<file path="config.mk">
export PLATFORM = sky130hd
export DESIGN_NAME = freq_meter_bcd
export DESIGN_NICKNAME = d
export VERILOG_FILES = /design/src/rtl/freq_meter_bcd.sv
export SDC_FILE = /design/constraint.sdc
export NUM_CORES = 1
export LEC_CHECK = 0
export CORE_MARGIN = 1
export CORE_UTILIZATION = 40
export DETAILED_ROUTE_END_ITERATION = 16
export PLACE_DENSITY_LB_ADDON = 0.08
export SYNTH_ARGS = -nofsm -noshare
export SYNTH_HDL_FRONTEND = slang
export SYNTH_SLANG_ARGS = --single-unit
</file>
<file path="constraint.sdc">
create_clock -name clk -period 4.1 [get_ports clk]
set_clock_uncertainty 0.05 [all_clocks]
set_input_delay 0.41 -clock clk [delete_from_list [all_inputs] [get_ports clk]]
set_output_delay 0.41 -clock clk [all_outputs]
set_load 0.05 [all_outputs]
</file>
<file path="src/rtl/freq_meter_bcd.sv">
// Gated frequency meter: counts rising edges of an asynchronous input per gate window
// and converts each count to DIGITS BCD digits. Define FREQ_METER_BLANK_EN for leading-zero blanking.
module freq_meter_bcd #(
  parameter int unsigned CLK_HZ      = 50000000,
  parameter int unsigned GATE_MS     = 1000,
  parameter int unsigned DIGITS      = 4,
  parameter int unsigned CNT_W       = 32,
  parameter int unsigned SYNC_STAGES = 2
) (
  input  logic                  clk,
  input  logic                  rst,
  input  logic                  signal,
  output logic [4*DIGITS-1:0]   digits,
  output logic                  valid,
  output logic                  overflow,
  output logic                  busy
);

  function automatic int unsigned dec_digits(int unsigned w);
    longint unsigned v;
    int unsigned     n;
    v = (64'd1 << w) - 64'd1;
    n = 1;
    while (v >= 64'd10) begin
      v = v / 64'd10;
      n = n + 1;
    end
    return n;
  endfunction

  function automatic longint unsigned pow10(int unsigned d);
    longint unsigned p;
    p = 64'd1;
    for (int unsigned i = 0; i < d; i++) p = p * 64'd10;
    return p;
  endfunction

  localparam int unsigned     GATE_CYCLES = (CLK_HZ / 1000) * GATE_MS;
  localparam int unsigned     GATE_W      = (GATE_CYCLES > 1) ? $clog2(GATE_CYCLES) : 1;
  localparam int unsigned     CNT_DIGITS  = dec_digits(CNT_W);
  localparam int unsigned     ACC_DIGITS  = (CNT_DIGITS > DIGITS) ? CNT_DIGITS : DIGITS;
  localparam int unsigned     ACC_W       = 4 * ACC_DIGITS;
  localparam int unsigned     ITER_W      = $clog2(CNT_W + 1);
  localparam int unsigned     DIG_W       = 4 * DIGITS;
  localparam longint unsigned OVF_LIMIT   = pow10(DIGITS);
  localparam logic [CNT_W-1:0] EDGE_MAX   = {CNT_W{1'b1}};

  // Parameter legality, reported at elaboration
  if (GATE_CYCLES <= CNT_W + 2) begin : g_bad_gate
    $error("freq_meter_bcd: GATE_CYCLES (%0d) must exceed CNT_W+2 (%0d)", GATE_CYCLES, CNT_W + 2);
  end
  if (DIGITS < 1 || DIGITS > 9) begin : g_bad_digits
    $error("freq_meter_bcd: DIGITS (%0d) must be 1..9", DIGITS);
  end
  if (SYNC_STAGES < 2) begin : g_bad_sync
    $error("freq_meter_bcd: SYNC_STAGES (%0d) must be >= 2", SYNC_STAGES);
  end
  if (CNT_W < 2 || CNT_W > 63) begin : g_bad_cnt
    $error("freq_meter_bcd: CNT_W (%0d) must be 2..63", CNT_W);
  end

  typedef enum logic [1:0] {IDLE, SHIFT, DONE} state_t;

  state_t                 state;
  logic [SYNC_STAGES-1:0] sync_q;
  logic                   hist_q;
  logic                   rise;
  logic [GATE_W-1:0]      gate_cnt;
  logic                   gate_end;
  logic [CNT_W-1:0]       edge_cnt;
  logic                   edge_inc;
  logic [CNT_W-1:0]       snap_c;
  logic [CNT_W-1:0]       snap_q;
  logic                   ovf_cmp_q;
  logic [ITER_W-1:0]      iter_q;
  logic [ACC_W-1:0]       acc_q;
  logic [ACC_W-1:0]       acc_adj;
  logic [ACC_W-1:0]       acc_nxt;
  logic [DIG_W-1:0]       digits_c;

  // Synchroniser and rising-edge history
  always_ff @(posedge clk or posedge rst) begin
    if (rst) begin
      sync_q <= '0;
      hist_q <= 1'b0;
    end else begin
      sync_q <= {sync_q[SYNC_STAGES-2:0], signal};
      hist_q <= sync_q[SYNC_STAGES-1];
    end
  end

  assign rise = sync_q[SYNC_STAGES-1] & ~hist_q;

  // Free-running gate timer
  assign gate_end = (gate_cnt == GATE_W'(GATE_CYCLES - 1));

  always_ff @(posedge clk or posedge rst) begin
    if (rst)           gate_cnt <= '0;
    else if (gate_end) gate_cnt <= '0;
    else               gate_cnt <= gate_cnt + GATE_W'(1);
  end

  // Saturating edge counter; a rise in the gate-end cycle still belongs to the closing window
  assign edge_inc = rise && (edge_cnt != EDGE_MAX);
  assign snap_c   = edge_inc ? (edge_cnt + CNT_W'(1)) : edge_cnt;

  always_ff @(posedge clk or posedge rst) begin
    if (rst)           edge_cnt <= '0;
    else if (gate_end) edge_cnt <= '0;
    else if (edge_inc) edge_cnt <= edge_cnt + CNT_W'(1);
  end

  // One double-dabble step: add 3 to nibbles >= 5, then shift in the next snapshot bit
  always_comb begin
    acc_adj = acc_q;
    for (int i = 0; i < int'(ACC_DIGITS); i++) begin
      if (acc_q[4*i +: 4] >= 4'd5) acc_adj[4*i +: 4] = acc_q[4*i +: 4] + 4'd3;
    end
    acc_nxt = {acc_adj[ACC_W-2:0], snap_q[CNT_W-1]};
  end

`ifdef FREQ_METER_BLANK_EN
  logic lead;

  // Result formatting with leading nibbles above the top non-zero digit forced to blank
  always_comb begin
    lead     = 1'b1;
    digits_c = acc_q[DIG_W-1:0];
    if (ovf_cmp_q) begin
      digits_c = {DIGITS{4'h9}};
    end else begin
      for (int i = int'(DIGITS) - 1; i >= 1; i--) begin
        if (lead && (digits_c[4*i +: 4] == 4'h0)) digits_c[4*i +: 4] = 4'hF;
        else                                        lead = 1'b0;
      end
    end
  end
`else
  // Result formatting: saturate to all nines on overflow
  always_comb begin
    digits_c = acc_q[DIG_W-1:0];
    if (ovf_cmp_q) digits_c = {DIGITS{4'h9}};
  end
`endif

  // Conversion sequencer with registered outputs
  always_ff @(posedge clk or posedge rst) begin
    if (rst) begin
      state     <= IDLE;
      snap_q    <= '0;
      ovf_cmp_q <= 1'b0;
      iter_q    <= '0;
      acc_q     <= '0;
      digits    <= '0;
      valid     <= 1'b0;
      overflow  <= 1'b0;
      busy      <= 1'b0;
    end else begin
      valid <= 1'b0;
      case (state)
        IDLE: begin
          if (gate_end) begin
            snap_q    <= snap_c;
            ovf_cmp_q <= (64'(snap_c) >= OVF_LIMIT);
            acc_q     <= '0;
            iter_q    <= ITER_W'(CNT_W);
            busy      <= 1'b1;
            state     <= SHIFT;
          end
        end
        SHIFT: begin
          acc_q  <= acc_nxt;
          snap_q <= {snap_q[CNT_W-2:0], 1'b0};
          iter_q <= iter_q - ITER_W'(1);
          if (iter_q == ITER_W'(1)) state <= DONE;
        end
        DONE: begin
          digits   <= digits_c;
          overflow <= ovf_cmp_q;
          valid    <= 1'b1;
          busy     <= 1'b0;
          state    <= IDLE;
        end
        default: begin
          busy  <= 1'b0;
          state <= IDLE;
        end
      endcase
    end
  end

endmodule

</file>
## After elaboration in Yosys (flattened, before gate mapping)

Cells that the tools add are included.

- Output and inout bits: 19
- Input bits: 3
- Register bits after elaboration: 161
- Word-level logic and storage cells: 80

- Reduce and logical (&&, ||, !) cells: 7
- Eq/ne operators: 7
- Magnitude comparators: 11
- Add/sub/neg operators: 13
- Bitwise gates (word level): 3
- Mux-type cells: 26

Operators by type and width:

| operator | number |
|---|---|
| two-way mux 32 bit | 3 |
| case mux 40 bit (2 select lines) | 1 |
| case mux 32 bit (2 select lines) | 1 |
| >= comparator 4 x 3 -> 1 bit (second input constant) | 10 |
| two-way mux 40 bit | 1 |
| adder 4 x 2 -> 4 bit (second input constant) | 9 |
| two-way mux 4 bit | 9 |
| adder 32 x 1 -> 32 bit (second input constant) | 1 |
| >= comparator 32 x 14 -> 1 bit (second input constant) | 1 |
| != test 32 bit (second input constant) | 1 |
| adder 26 x 1 -> 26 bit (second input constant) | 1 |
| == test 26 bit (second input constant) | 1 |
| two-way mux 26 bit | 1 |
| two-way mux 16 bit | 1 |
| case mux 6 bit (2 select lines) | 1 |
| AND reduction 2 bit | 4 |
| == test 6 x 1 -> 1 bit (second input constant) | 1 |
| two-way mux 6 bit | 1 |
| subtractor 6 x 1 -> 6 bit (second input constant) | 1 |
| two-way mux 2 bit | 2 |
| != test 2 bit (second input constant) | 2 |
| case mux 2 bit (2 select lines) | 1 |
| adder 3 x 2 -> 3 bit (second input constant) | 1 |
| two-way mux 3 bit | 1 |
| 9 further kinds | 11 |

## Longest topological paths before layout

Gate-level depths: netlist of run 1.

- Word-level depth: 6
- Gate-level depth with buffers: 10
- Mapped depth without buffers: 9

## Worst setup path after synthesis of run 1

Ideal clock, no wire load.

- Path kind: register -> register
- From: reg edge_cnt[16]
- To: reg ovf_cmp_q
- Buffers on the path: 0
- Arrival: 2.360 ns
- Library setup time: 0.133 ns
- Clock period less this slack: 2.543 ns
- Required time: 3.917 ns
- Path slack: 1.557 ns
- Stages on the path, launching flop included: 9
- Path through: dfrtp_1 nand3_1 or4_4 nor4_2 nand3_1 xnor2_1 nor4b_1 o2111a_1 a31oi_1

- Cells in the longest elaborated chain, start to end: 4
- Elaborated cells on any way between the ends: 5
- Those cells by class: 1 x add/sub; 1 x order compare; 1 x eq/ne; 1 x mux; 1 x reduce/logical

Ends and longest elaborated chain:

| element | RTL line | text |
|---|---|---|
| start: declaration | 70 | `logic [CNT_W-1:0] edge_cnt;` |
| start signal: assignment | 110 | `else if (edge_inc) edge_cnt <= edge_cnt + CNT_W'(1);` |
| parallel branches: the longest is 2 deep, another holds adder 32 x 1 -> 32 bit | -- |  |
| two-way mux 32 bit * | -- |  |
| >= comparator 32 x 14 -> 1 bit * | 164 | `ovf_cmp_q <= (64'(snap_c) >= OVF_LIMIT);` |
| end signal: assignment | 164 |  |
| end: declaration | 74 | `logic ovf_cmp_q;` |

Every way passes the cells marked *.
A chain may end at the register's enable or synchronous reset.

## Worst setup path after layout of run 1

- From: reg edge_cnt[0]
- To: reg ovf_cmp_q

Same word-level chain as after synthesis.

==> impl_metrics.toml, run 1 <==
[pwr]
clock_power_share = 0.514
fin_total_pwr_mw = 3.10
power_density_mw_per_mm2 = 400
swShare = 0.220
power_frac_comb = 0.033
p_leak_nw = 3.35
peakVddDrop_v = 0.000278
p_sw_uw = 682
seqPwrFrac = 0.453
p_int_mw = 2.42

[worst_setup_path]
crit_arrival_ns = 3.44
endpoint_kind = "flop"
crit_chain = "ha_1 > nand4_1 > or3_1 > a31oi_1 > nand2_1 > xor2_1 > nor4b_1 > o2111a_1 > a31oi_1"
r2r-end = "ovf_cmp_q"
critPathMaxFanout = 5
required_ns = 4.34
crit_slowest_cell = "or3_1"
critPathKind = "flop to flop"
startpoint_type = "flop"
r2r_cells = 9
regToRegSetupSlack_ns = 0.90
path_common_cell = "a31oi_1"
startpoint = "edge_cnt[0]"
r2r-start = "edge_cnt[0]"
critPathMaxStageDelay_ns = 0.51

[status]
outcome = "finished, final reports clean"

[clock_tree]
clock_latency_ns = 0.42
cts.htree.levels = 4
path_clk_slew_ns = 0.06
cts_buffer_depth = 2
post_cts_buffers = 0
cts_root_buf = "clkbuf_16"
cts.sink_count = 137
hold_buffers = 0
cts_tree = "built"
cts_buffers = 17
post_cts_resized = 0

[timing]
rsz0062_at_grt = "no"
setup_violations = 0
slew_headroom = 0.411
min_period_over_period = 0.780
worstMarginPinSlew_ns = 0.881
fmax_ghz = 0.313
finalWorstPathRequiredPeriod_ns = 3.20
whs_ns = 0.304
hold_violations = 0
tns_ns = 0
maxSlewViolCount = 0

[logic_synthesis]
synth_seq_area_share = 0.513
yosysWarnings = 0
ys.flop_type = "dfrtp_1"
synthSimpleGateAreaFrac = 0.222
syn_area_per_cell_um2 = 9.45
synth.distinct_cells = 52
synth_edf_count = 0
synthMuxAreaShare = 0.00337
netlist_area_mm2 = 0.00669
yosys.area_share.xor_xnor = 0.0759
synth-adder-area-share = 0.0224
async_flop_share = 1.00
synth_compound_area_frac = 0.134
ys_seq_elements = 137
synth_top_family_by_area = "simple AND/OR/NAND/NOR gates"
synth_cells = 708
syn-num-nets = 723

[placed_design]
io_buffers = 21
place_congestion = 0.841
place.detailed.hpwl_mm = 10.4
dp_cells = 922

[worst_hold_path]
hp-class = "flop to flop"
min_from = "sync_q[0]"
hold-path-cell-count = 0
hold-path-endpoint = "sync_q[1]"

[final_layout]
layout-drive-gt1-share = 0.0772
seqCellArea_mm2 = 0.00343
fillers = 1567
utilization = 0.481
instances_no_fill = 954
syn2layout_area_growth_pct = 15.9
fin_nets = 740
multi_input_area_mm2 = 0.00306
n_antenna_cell = 0

[floorplan]
core-area_mm2 = 0.0161
die_w_um = 131
initial_core_util = 0.415
row_count = 46
die_area_mm2 = 0.0172
die_h_um = 131
io_pins = 22

[global_route]
grt_pass1_vias = 5107
grtUsageMet1 = 0.247
use_met2 = 0.305
grt_overflow = 0
grt_pass1_wl_mm = 25.9
grt_antenna_before_repair = 0
grt_max_degree = 62
grt_use_total = 0.187
top_usage_layer = "met2"
grtUsageMet3 = 0.0347

[job]
maxCapViolations = 0

[route]
dr.pass1.iters = 5
vias = 5141
drc = 0
detail_route.wirelength_mm = 15.1
drtAntennaViolNets = 0
wl_per_cell_um = 15.8
drtIter0Drc = 324
vias_per_cell = 5.39
sequential cells by signal, indices dropped and copies added, names as in the netlist:
| signal | count |
|---|---|
| sync_q | 2 |
| digits | 16 |
| overflow | 1 |
| hist_q | 1 |
| acc_q | 16 |
| ovf_cmp_q | 1 |
| busy | 1 |
| valid | 1 |
| iter_q | 6 |
| edge_cnt | 32 |
| gate_cnt | 26 |
| snap_q | 32 |
| state | 2 |
power by group through the flow:
stage	combinational (mW)	clock [mW]	sequential (mW)
2_1_floorplan	0.0782	0	1.42
3_3_place_gp	0.104	0	1.43
3_5_place_dp	0.105	0	1.43
4_1_cts	0.105	1.63	1.41
5_1_grt	0.118	1.68	1.41
6_report	0.102	1.59	1.41
cells in the mapped netlist (2+ instances only):
| master | instances | share of area |
|---|---|---|
| nor3b_1 | 2 | 0.0022 |
| ha_1 | 12 | 0.022 |
| nand4_1 | 13 | 0.012 |
| and3_1 | 12 | 0.011 |
| o32ai_1 | 2 | 0.0026 |
| and4_1 | 2 | 0.0026 |
| nor4b_1 | 2 | 0.0026 |
| o22ai_1 | 8 | 0.0075 |
| or3_1 | 10 | 0.0094 |
| or2_2 | 2 | 0.0019 |
| a21oi_1 | 19 | 0.014 |
| nand3_1 | 20 | 0.015 |
| a2bb2oi_1 | 6 | 0.0079 |
| nand2_1 | 95 | 0.053 |
| o21ai_0 | 68 | 0.051 |
| nand2b_1 | 11 | 0.010 |
| nor4_1 | 5 | 0.0047 |
| nor2b_1 | 16 | 0.015 |
| mux2_2 | 2 | 0.0034 |
| nand4b_1 | 2 | 0.0026 |
| or4_4 | 2 | 0.0034 |
| a211oi_1 | 3 | 0.0034 |
| clkbuf_1 | 31 | 0.017 |
| and2_1 | 2 | 0.0019 |
| dfrtp_1 | 137 | 0.51 |
| xnor2_1 | 34 | 0.045 |
| nor4_4 | 2 | 0.0064 |
| a22oi_1 | 15 | 0.017 |
| a22o_1 | 3 | 0.0039 |
| a21o_1 | 2 | 0.0022 |
| inv_1 | 18 | 0.010 |
| nor3_1 | 16 | 0.012 |
| o31ai_1 | 7 | 0.0079 |
| a31oi_1 | 6 | 0.0056 |
| nor4_2 | 2 | 0.0037 |
| xor2_1 | 24 | 0.031 |
| nor2_1 | 80 | 0.045 |
per-layer routing:
metal / part of all wire / wire length [µm]
met2: 0.47 / 7070
met5: 0 / 0
met4: 0.016 / 240
met1: 0.49 / 7360
met3: 0.030 / 447
worst max path at each step:
stage	endpoint	slack [ns]
floorplan	ovf_cmp_q	1.56
CTS	ovf_cmp_q	0.83
global placement	ovf_cmp_q	0.89
detailed placement	ovf_cmp_q	0.98
global route	ovf_cmp_q	0.62
finish	ovf_cmp_q	0.90
final cells by class:
type,count,area share
clock inverters,10,0.0181
repair buffers,32,0.0394
multi-input cells,519,0.395
clock buffers,22,0.0612
well taps,216,0.0349
inverters,18,0.00920
flip-flops and latches,137,0.442
critical path, delay by kind of cell, from the launching register on:
kind / cells / cell delay (ns)
xor+xnor: 1 / 0.38
flops: 1 / 0.40
simple gates: 4 / 1.28
compound gates: 3 / 0.76
fa+ha+maj: 1 / 0.21
placed cells by master (no fill, tap or decap), drive strengths merged, types with 3 or more instances in the layout:
master	synthesis	layout
a31oi	6	6
and3	12	12
dfrtp	137	137
bufinv	0	3
o21ai	69	69
nand3	20	20
ha	12	12
nand4	13	13
a21oi	19	19
clkbuf	31	22
nor4b	3	3
nor2b	16	16
o31ai	7	7
buf	3	11
nand2	96	96
a22o	3	3
inv	18	19
nor3	17	17
nor2	80	80
xor2	24	24
a22oi	15	15
a211oi	3	3
nor4	9	9
o22ai	8	8
clkdlybuf4s50	0	21
clkinvlp	0	4
or3	10	10
a2bb2oi	6	6
xnor2	34	34
nand2b	11	11
logic make-up (layout without fill, tap and decap cells):
family	after synthesis	in the layout
buffers and inverters	52	82
AOI/OAI and AO/OA	147	147
xor gates and xnor gates	58	58
adders and majority gates	12	12
muxes	2	2
DFF	137	137
and+or+nand+nor	300	300
metrics by stage:
stage | worst slack, ns | instance area [µm²]
after detailed placement | 0.985 | 7140
after floorplan | 1.56 | 6690
after CTS | 0.829 | 7750
after global routing | 0.622 | 7750
final | 0.900 | 7750
after global placement | 0.893 | 7140
Note: power is estimated with default switching activity, not from simulation.
==> inputs of run 2 (changes only) <==
==> constraint.sdc (replaced) <==
create_clock -name clk -period 2.7 [get_ports clk]
set_clock_uncertainty 0.05 [all_clocks]
set_input_delay 0.27 -clock clk [delete_from_list [all_inputs] [get_ports clk]]
set_output_delay 0.27 -clock clk [all_outputs]
set_load 0.05 [all_outputs]
==> impl_metrics.toml, run 2 (synthesis results as in run 1) <==
[status]
outcome = "finished, final reports clean"

[clock_tree]
cts_tree = "built"
cts.htree.levels = 4
cts.sink_count = 137
cts_root_buf = "clkbuf_16"
cts_buffer_depth = 2
path_clk_slew_ns = 0.06
clock_latency_ns = 0.42
cts_buffers = 17

[floorplan]
die_w_um = 131
die_h_um = 131
initial_core_util = 0.415
die_area_mm2 = 0.0172
row_count = 46
core-area_mm2 = 0.0161
io_pins = 22

[route]
vias_per_cell = 5.28
drc = 0
vias = 5229
detail_route.wirelength_mm = 15.7
wl_per_cell_um = 15.9
dr.pass1.iters = 5
drtAntennaViolNets = 0
drtIter0Drc = 326

[global_route]
grt_max_degree = 53
grt_pass1_vias = 5159
grt_antenna_before_repair = 0
grt_overflow = 0
grt_use_total = 0.193
grt_pass1_wl_mm = 26.5

[final_layout]
fin_nets = 777
seqCellArea_mm2 = 0.00343
fin_area_mm2 = 0.00814
fillers = 1473
syn2layout_area_growth_pct = 21.8
utilization = 0.505
n_antenna_cell = 0
reg_top3 = "edge_cnt (32), snap_q (32), gate_cnt (26)"
final_common_cell = "dfrtp_1"
multi_input_area_mm2 = 0.00309
instances_no_fill = 991
layout_common_cells = "135 x dfrtp_1, 95 x nand2_1, 80 x nor2_1, 68 x o21ai_0, 47 x buf_4"
layout-drive-gt1-share = 0.133

[timing]
final.setup.worst_slack_ns = 0.139
finalWorstPathRequiredPeriod_ns = 2.56
whs_ns = 0.108
rsz0062_at_grt = "no"
tns_ns = 0
setup_violations = 0
fmax_ghz = 0.391
hold_violations = 0
slew_headroom = 0.437
min_period_over_period = 0.948
worstMarginPinSlew_ns = 0.844
maxSlewViolCount = 0

[worst_setup_path]
r2r-start = "gate_cnt[10]"
required_ns = 2.94
startpoint_type = "flop"
endpoint_kind = "flop"
startpoint = "gate_cnt[10]"
crit_arrival_ns = 2.80
critPathKind = "flop to flop"
critPathMaxFanout = 3

[worst_hold_path]
hp-class = "input port to asynchronous set/reset pin"

[placed_design]
place_area_mm2 = 0.00738
io_buffers = 21
place_congestion = 0.873
place.detailed.hpwl_mm = 10.9
dp_cells = 955
pre_cts_ws_ns = 0.00592

[pwr]
fin_total_pwr_mw = 5.03
p_leak_nw = 3.57
power_density_mw_per_mm2 = 617
peakVddDrop_v = 0.000701

[job]
maxCapViolations = 0
[run 2: changes by cell type in the layout (fill, tap and decap cells not counted), sizes merged]
cell / change
clkinvlp: -1
inv: -1
clkbuf: -1
bufinv: +3
buf: +37
[run 2: power breakdown]
group	internal (mW)	total (mW)	switching, mW
Clock	1.83	2.71	0.877
Combinational	0.0769	0.195	0.118
Sequential	2.09	2.12	0.0306
[run 2: worst paths after layout]
kind | to | slack, ns | cells past startpoint
max | ovf_cmp_q | 0.14 | 8
min | gate_cnt[19] | 0.11 | 2
max reg2reg | ovf_cmp_q | 0.14 | 8
min reg2reg | sync_q[1] | 0.30 | 0
max in group asynchronous | digits[4] | 1.68 | 3
min in group clk | sync_q[0] | 0.26 | 1
[run 2: timing repair]
action                     in CTS  in global routing
hold buffers                    0                  0
gates resized for setup         0                  9
hold endpoints to repair        0                  0
setup endpoints to repair       0                  7
buffers inserted                0                  4
[run 2: per-layer routing]
layer | part of all wire | global-route usage | up-vias
li1 | - | - | 2559
met1 | 0.49 | 0.262 | 2579
met2 | 0.47 | 0.302 | 72
met3 | 0.029 | 0.0478 | 19
met4 | 0.013 | 0.0594 | 0
met5 | 0 | 0 | -
[run 2: layout make-up]
cell class	instances	share of cell area
sequential	137	0.421
multi-input combinational	519	0.380
timing repair buffer	69	0.0716
clock buffer	21	0.0590
tap	216	0.0332
clock inverter	11	0.0263
inverter	18	0.00876
[run 2: worst max-delay path, cell delays in order (launching register included)]
cell,delay (ns)
dfrtp_1,0.40
nand4b_1,0.19
or4_4,0.52
nor4_4,0.36
nor2b_4,0.22
nand2_2,0.08
nor4b_2,0.28
o2111a_1,0.24
a31oi_1,0.09
==> inputs of run 3 (changes only) <==
==> constraint.sdc (replaced) <==
create_clock -name clk -period 2.7 [get_ports clk]
set_clock_uncertainty 0.05 [all_clocks]
set_input_delay 0.54 -clock clk [delete_from_list [all_inputs] [get_ports clk]]
set_output_delay 0.54 -clock clk [all_outputs]
set_load 0.05 [all_outputs]
==> impl_metrics.toml, run 3 (synthesis results as in run 1) <==
[timing]
hold_violations = 0
whs_ns = 0.286
rsz0062_at_grt = "no"
slew_headroom = 0.430
tns_ns = 0
setup_violations = 0
final.setup.worst_slack_ns = 0.180
min_period_over_period = 0.933
fmax_ghz = 0.397
maxSlewViolCount = 0
finalWorstPathRequiredPeriod_ns = 2.52
worstMarginPinSlew_ns = 0.856

[clock_tree]
cts.sink_count = 137
cts_buffer_depth = 2
cts.htree.levels = 4
cts_root_buf = "clkbuf_16"
path_clk_slew_ns = 0.06
clock_latency_ns = 0.41
cts_buffers = 17
cts_tree = "built"

[global_route]
grt_use_total = 0.192
grt_pass1_wl_mm = 26.4
grt_overflow = 0
grt_antenna_before_repair = 0
grt_max_degree = 48
grt_pass1_vias = 5262

[pwr]
seqPwrFrac = 0.492
p_sw_uw = 980
swShare = 0.226
fin_total_pwr_mw = 4.33
clock_power_share = 0.464
peakVddDrop_v = 0.000431
power_frac_comb = 0.044
p_int_mw = 3.35
power_density_mw_per_mm2 = 546
p_leak_nw = 3.46

[floorplan]
core-area_mm2 = 0.0161
row_count = 46
die_h_um = 131
die_area_mm2 = 0.0172
die_w_um = 131
initial_core_util = 0.415
io_pins = 22

[placed_design]
place.detailed.hpwl_mm = 10.7
dp_cells = 951
pre_cts_ws_ns = 0.0453
io_buffers = 21
place_congestion = 0.889

[route]
drc = 0
drtAntennaViolNets = 0
detail_route.wirelength_mm = 15.4
vias = 5189
vias_per_cell = 5.27
dr.pass1.iters = 5
wl_per_cell_um = 15.7
drtIter0Drc = 245

[worst_setup_path]
regToRegSetupSlack_ns = 0.18
crit_arrival_ns = 2.76
r2r_cells = 8
endpoint_kind = "flop"
startpoint_type = "flop"
critPathKind = "flop to flop"
critPathMaxFanout = 5
required_ns = 2.93
r2r-start = "edge_cnt[19]"
r2r-end = "ovf_cmp_q"

[final_layout]
fin_nets = 771
fillers = 1508
final_common_cell = "dfrtp_1"
multi_input_area_mm2 = 0.00310
instances_no_fill = 984
layout_common_cells = "137 x dfrtp_1, 95 x nand2_1, 80 x nor2_1, 68 x o21ai_0, 39 x buf_4"
seqCellArea_mm2 = 0.00343
n_antenna_cell = 0
reg_top3 = "edge_cnt (32), snap_q (32), gate_cnt (26)"
syn2layout_area_growth_pct = 18.6
layout-drive-gt1-share = 0.116

[job]
maxCapViolations = 0

[worst_hold_path]
min_from = "sync_q[0]"
hp-class = "flop to flop"
hold-path-endpoint = "sync_q[1]"
hold-path-cell-count = 0

[status]
outcome = "finished, final reports clean"
[run 3: power by group through the flow]
stage,registers [mW],logic (mW),clock network (mW)
final,2.13,0.192,2.01
after detailed placement,2.17,0.183,0
after global placement,2.16,0.180,0
after floorplan,2.16,0.119,0
after CTS,2.13,0.185,2.07
after global routing,2.13,0.224,2.17
[run 3: area by class of cell]
| cell class | instances | share of cell area |
|---|---|---|
| clock buffer | 22 | 0.0572 |
| clock inverter | 9 | 0.00662 |
| inverter | 18 | 0.00899 |
| multi-input combinational | 519 | 0.390 |
| sequential | 137 | 0.432 |
| tap | 216 | 0.0341 |
| timing repair buffer | 63 | 0.0710 |
[run 3: metal layers]
metal,track usage,part of all wire
met1,0.248,0.46
met2,0.322,0.50
met3,0.0451,0.034
met4,0.0556,0.0070
met5,0,0
[run 3: metrics by stage]
stage | util | instance area [µm²]
6_report | 0.492 | 7940
5_1_grt | 0.492 | 7940
4_1_cts | 0.489 | 7890
3_5_place_dp | 0.458 | 7380
3_3_place_gp | 0.458 | 7380
2_1_floorplan | - | 6690
[run 3: worst max-delay path: stages, from the launching register on]
cell	delay, ns
dfrtp_1	0.44
nand2_1	0.11
or4_4	0.58
nor3_4	0.27
nand4b_1	0.19
xnor2_1	0.13
nor4b_1	0.29
o2111a_1	0.25
a31oi_1	0.08
[run 3: what timing repair did]
action,in CTS,in global routing
gates resized for setup,0,7
hold buffers,0,0
setup endpoints to repair,0,10
buffers inserted,0,2
[run 3: how the worst max path moves through the flow]
| stage | from | to | slack, ns | cells past startpoint |
|---|---|---|---|---|
| final | edge_cnt[19] | ovf_cmp_q | 0.18 | 8 |
| after global routing | edge_cnt[0] | ovf_cmp_q | 0.004 | 9 |
| after CTS | edge_cnt[6] | ovf_cmp_q | 0.03 | 7 |
| after detailed placement | edge_cnt[6] | ovf_cmp_q | 0.05 | 7 |
| after global placement | edge_cnt[6] | ovf_cmp_q | 0.06 | 7 |
| after floorplan | edge_cnt[16] | ovf_cmp_q | 0.16 | 8 |
